## src/rtl/pad_din_filter.sv

```systemverilog
// Per-side pad input conditioner: synchronizes and debounces each pad bit.
// It also produces edge pulses, sticky event flags and a masked interrupt.
module pad_din_filter #(
  parameter int unsigned WIDTH       = 9,
  parameter int unsigned SYNC_STAGES = 2,
  parameter int unsigned DBNC_W      = 8,
  parameter logic        RESET_VAL   = 1'b0
) (
  input  logic              clk_i,
  input  logic              rst_i,
  input  logic [WIDTH-1:0]  din_i,
  input  logic [DBNC_W-1:0] dbnc_i,
  input  logic [WIDTH-1:0]  rise_en_i,
  input  logic [WIDTH-1:0]  fall_en_i,
  input  logic [WIDTH-1:0]  evt_clr_i,
  input  logic [WIDTH-1:0]  irq_en_i,
  output logic [WIDTH-1:0]  din_o,
  output logic [WIDTH-1:0]  rise_o,
  output logic [WIDTH-1:0]  fall_o,
  output logic [WIDTH-1:0]  evt_o,
  output logic              irq_o
);

  typedef enum logic {ST_STABLE, ST_COUNTING} state_e;

  localparam logic [WIDTH-1:0] RST_VEC = {WIDTH{RESET_VAL}};

  logic [WIDTH-1:0]  sync_q [SYNC_STAGES];
  logic [WIDTH-1:0]  sync_w;
  state_e            state_q [WIDTH];
  state_e            state_d [WIDTH];
  logic [DBNC_W-1:0] cnt_q   [WIDTH];
  logic [DBNC_W-1:0] cnt_d   [WIDTH];
  logic [WIDTH-1:0]  din_q, din_d;
  logic [WIDTH-1:0]  rise_q, rise_d;
  logic [WIDTH-1:0]  fall_q, fall_d;
  logic [WIDTH-1:0]  evt_q, evt_d;

  always_ff @(posedge clk_i or posedge rst_i) begin
    if (rst_i) begin
      for (int unsigned s = 0; s < SYNC_STAGES; s++) sync_q[s] <= RST_VEC;
    end else begin
      sync_q[0] <= din_i;
      for (int unsigned s = 1; s < SYNC_STAGES; s++) sync_q[s] <= sync_q[s-1];
    end
  end

  assign sync_w = sync_q[SYNC_STAGES-1];

  // Commit uses >= so a threshold lowered mid-count takes effect on the next edge.
  always_comb begin
    din_d  = din_q;
    rise_d = '0;
    fall_d = '0;
    for (int unsigned i = 0; i < WIDTH; i++) begin
      state_d[i] = ST_STABLE;
      cnt_d[i]   = '0;
      if (sync_w[i] != din_q[i]) begin
        case (state_q[i])
          ST_STABLE: begin
            if (dbnc_i == '0) begin
              din_d[i]  = sync_w[i];
              rise_d[i] = sync_w[i];
              fall_d[i] = ~sync_w[i];
            end else begin
              state_d[i] = ST_COUNTING;
              cnt_d[i]   = DBNC_W'(1);
            end
          end
          ST_COUNTING: begin
            if (cnt_q[i] >= dbnc_i) begin
              din_d[i]  = sync_w[i];
              rise_d[i] = sync_w[i];
              fall_d[i] = ~sync_w[i];
            end else begin
              state_d[i] = ST_COUNTING;
              cnt_d[i]   = cnt_q[i] + DBNC_W'(1);
            end
          end
          default: ;
        endcase
      end
    end
    // Set has priority over a simultaneous clear.
    evt_d = (evt_q & ~evt_clr_i) | (rise_d & rise_en_i) | (fall_d & fall_en_i);
  end

  always_ff @(posedge clk_i or posedge rst_i) begin
    if (rst_i) begin
      din_q  <= RST_VEC;
      rise_q <= '0;
      fall_q <= '0;
      evt_q  <= '0;
      for (int unsigned i = 0; i < WIDTH; i++) begin
        state_q[i] <= ST_STABLE;
        cnt_q[i]   <= '0;
      end
    end else begin
      din_q  <= din_d;
      rise_q <= rise_d;
      fall_q <= fall_d;
      evt_q  <= evt_d;
      for (int unsigned i = 0; i < WIDTH; i++) begin
        state_q[i] <= state_d[i];
        cnt_q[i]   <= cnt_d[i];
      end
    end
  end

  assign din_o  = din_q;
  assign rise_o = rise_q;
  assign fall_o = fall_q;
  assign evt_o  = evt_q;
  assign irq_o  = |(evt_q & irq_en_i);

endmodule
```

## config.mk

```make
export PLATFORM = sky130hd
export DESIGN_NAME = pad_din_filter
export DESIGN_NICKNAME = d
export VERILOG_FILES = /design/src/rtl/pad_din_filter.sv
export SDC_FILE = /design/constraint.sdc
export NUM_CORES = 1
export LEC_CHECK = 0
export ABC_AREA = 1
export CORE_UTILIZATION = 28
export DETAILED_ROUTE_END_ITERATION = 8
export PLACE_DENSITY = 0.45
export SYNTH_ARGS = -nofsm -noshare
export SYNTH_HDL_FRONTEND = slang
export SYNTH_SLANG_ARGS = --single-unit
```

## constraint.sdc

```tcl
create_clock -name clk_i -period 6.33 [get_ports clk_i]
set_clock_uncertainty 0.05 [all_clocks]
set_input_delay 1.899 -clock clk_i [delete_from_list [all_inputs] [get_ports clk_i]]
set_output_delay 1.899 -clock clk_i [all_outputs]
set_load 0.1 [all_outputs]
```

==> reports/results.ini <==
[worst_setup_path]
worstPathBufferInverterCount = 2
critical_path.endpoint_type = output port
critPathLaunchType = primary input
regToRegEndpoint = cnt_q[48]
cp_data_required_time_ps = 4380
crit_path_max_incr_delay_ps = 390
worst_r2r_path_depth = 8
timing_worst_setup_path_type = primary input to output port
crit_arrival_ps = 3300
critPathTopFamily = buffers and inverters
regToRegSetupSlack_ps = 4600
cell_with_the_largest_stage_delay_on_the_worst_path = clkdlybuf4s50_1
critPathMaxFanout = 1
worstSetupStartpoint = irq_en_i[1]
crit_chain = clkdlybuf4s50_1 > a22o_1 > a21oi_1 > nand4_1 > buf_4
reg2reg_from = cnt_q[53]

[placed_design]
dp_slack_ps = 946.9
routabilityCongestion = 0.7468
placement.io_buffers = 91
dpl.hpwl_um = 11810

[yosys]
post_synth.cell_area_avg_um2 = 8.622
synth-seq-area-share_pct = 45.04
netlist_instances = 870
synth.lib_cells_used.distinct = 23
synth.largest_area_cell = dfrtp_1
yosys_warnings = 0
post-synth-top-area-fraction_pct = 45.04
post_synthesis_net_count = 1006
synth.cell_area_um2 = 7501
synth.top_cells.by_area = dfrtp_1, ha_1, nand2_1
total_of_flip_flops_plus_latches_after_synthesis = 135

[cts]
clk_latency_ps = 420
clockBufferDepth = 2
cts_post_setup_buffers_inserted = 0
clock_input_transition_at_the_sequential_cells_of_the_worst_setup_and_hold_paths_ps = 60
cts-hold-fix-buffers = 0
cts_sinks = 135
cts-buffers-inserted = 17
cts-htree-levels = 4
cts_root_buffer = clkbuf_16
tritoncts = done
ctsResizeCount = 0

[route]
via_per_inst = 4.271
routed-via-count = 5681
drc = 6
antenna_left = 0
route.detailed.wl_per_inst_um = 12.46
wirelength_um = 16570
drt_pass1_iterations = 7
dr.first_iter.drc_count = 209

[outcome]
run_status = finished, violations left
violations_in_the_final_reports = DRC

[global_routing]
grt_max_degree = 88
global_route.usage.total_pct = 13.01
grt_pass1_wl_um = 28350
first_global_vias = 5610
antenna_violations_before_repair = 0
grt_residual_overflow = 0

[power_and_ir_drop]
switching_share_pct = 42.36
static-leakage-power_uw = 0.004621
worst_ir_drop_vdd_v = 0.0002039
clock_power_share_pct = 30.5
fraction_of_power_consumed_by_sequential_logic_pct = 30.9
total_power_per_unit_cell_area_nw_per_um2 = 383.5
combPwrFrac_pct = 38.7
internal_power_uw = 2103
power_switching_uw = 1545
power.total_uw = 3648

[finish]
final_nets = 1118
fill_cells = 2705
area.growth.synth_to_final_pct = 26.82
multiInputGateArea_um2 = 3661
seqCellArea_um2 = 3378
ratio_of_cells_with_drive_above_1_in_the_final_layout_pct = 8.342
fin_util_pct = 36.40
antennaDiodeCount = 0

[die]
row_count = 59
placeableCoreArea_um2 = 26130
floorplan.initialDensity_pct = 28.70
floorplan.io_pins = 92
fp.dieArea_um2 = 27450
die_y_um = 165.7
chipWidth_um = 165.7

[sta]
hold_viol = 0
max_freq_ghz = 0.1905
worst_hold_slack_after_final_layout_ps = 294.9
rsz0062_at_grt = no
fin_ws_ps = 1081
max_slew.worst_pin.slew_ps = 988.1
timing.final.crit_period_ps = 5249
period_share_pct = 82.92
max_slew_margin_pct = 33.92
setup_violators_final = 0
maxSlewViolCount = 0
setup-tns-final_ps = 0

[job]
timing.max_cap.violations = 0

[worst_hold_path]
worst_hold_path.num_cells = 0
whs_endpoint = sync_w[2]
hold_path_startpoint = sync_q[11]
hold_class = flip-flop to flip-flop

## routing by layer
metal / part of all wire (%) / routed length, um / GRT usage, %
met5: 0 / 0 / 0
met4: 1.6 / 261 / 4.917
met3: 2.0 / 326 / 2.294
met2: 47 / 7815 / 21.26
met1: 49 / 8168 / 17.17
## sequential cells by signal (all words and copies together) (netlist names)
register,count
cnt_q,72
din_o,9
evt_o,9
fall_o,9
rise_o,9
state_q,9
sync_q,9
sync_w,9
## synthesized netlist by cell type
| cell | number |
|---|---|
| o21ai_1 | 9 |
| nor3_1 | 6 |
| a21oi_1 | 24 |
| a22o_1 | 1 |
| o21ai_2 | 9 |
| nand2_1 | 178 |
| a221oi_1 | 1 |
| xor2_1 | 27 |
| o21ai_0 | 5 |
| inv_1 | 121 |
| ha_1 | 81 |
| nor3_2 | 18 |
| xnor2_1 | 16 |
| nor3b_1 | 6 |
| nand3_1 | 39 |
| inv_2 | 2 |
| nand4_1 | 22 |
| nand2_2 | 9 |
| nand3_4 | 2 |
| nor2_1 | 152 |
| nor2_2 | 1 |
| dfrtp_1 | 135 |
| nand3_2 | 6 |
## worst max path at each step
| stage | endpoint | slack, ps | cells past startpoint |
|---|---|---|---|
| floorplan | cnt_q[0] | 770 | 1 |
| global placement | irq_o | 960 | 5 |
| detailed placement | irq_o | 950 | 5 |
| CTS | irq_o | 950 | 5 |
| global route | irq_o | 940 | 5 |
| finish | irq_o | 1080 | 5 |
## kinds of logic (layout without fill, tap and decap cells)
family / count (synthesis) / count (layout) / share of synthesized area (%)
buffers and inverters: 123 / 248 / 6.155
AO/OA/AOI/OAI: 49 / 49 / 3.820
flip-flops: 135 / 135 / 45.04
XOR/XNOR: 43 / 43 / 5.021
adder cells (fa/ha/maj): 81 / 81 / 13.51
AND/OR/NAND/NOR: 439 / 439 / 26.46
## through the flow
step / cell area (um2) / cells
final: 9513 / 1330
after global routing: 9513 / 1330
after global placement: 8848 / 1298
after detailed placement: 8848 / 1298
after CTS: 9513 / 1330
after floorplan: 7501 / 870
## power by group through the flow
stage	Sequential [uW]	Clock [uW]	Combinational [uW]
5_1_grt	1150	1180	1550
4_1_cts	1130	1150	1430
6_report	1130	1110	1410
2_1_floorplan	1600	0	609
3_5_place_dp	1140	0	1430
3_3_place_gp	1140	0	1420
## layout make-up
class / instances / share of cell area, %
inverters: 123 / 4.906
clock inverters: 12 / 2.078
multi-input cells: 612 / 38.48
clock buffers: 20 / 4.906
flip-flops and latches: 135 / 35.51
repair buffers: 93 / 9.707
well taps: 335 / 4.406
## cell usage in the layout (no fill, tap or decap), types with 2 or more instances in the layout
cell type,instances
o21ai_2,9
bufinv_16,5
nand3_4,2
clkbuf_8,3
a21oi_1,24
xor2_1,27
nor3b_1,6
clkbuf_16,17
clkinv_2,3
buf_4,3
clkdlybuf4s50_1,90
nand3_2,6
ha_1,81
clkinvlp_4,2
nand2_1,178
o21ai_1,9
nor3_1,6
nor2_1,152
nand2_2,9
inv_1,120
nand3_1,39
xnor2_1,16
nor3_2,18
dfrtp_1,135
nand4_1,22
inv_2,2
o21ai_0,5
clkinv_4,2
## worst reg2reg max path, delay by kind of cell (launching register included)
| kind | cells | cell delay (ps) |
|---|---|---|
| flops | 1 | 410 |
| fa+ha+maj | 1 | 300 |
| simple gates | 5 | 640 |
| compound gates | 2 | 250 |
(Power assumes the default switching activity.)
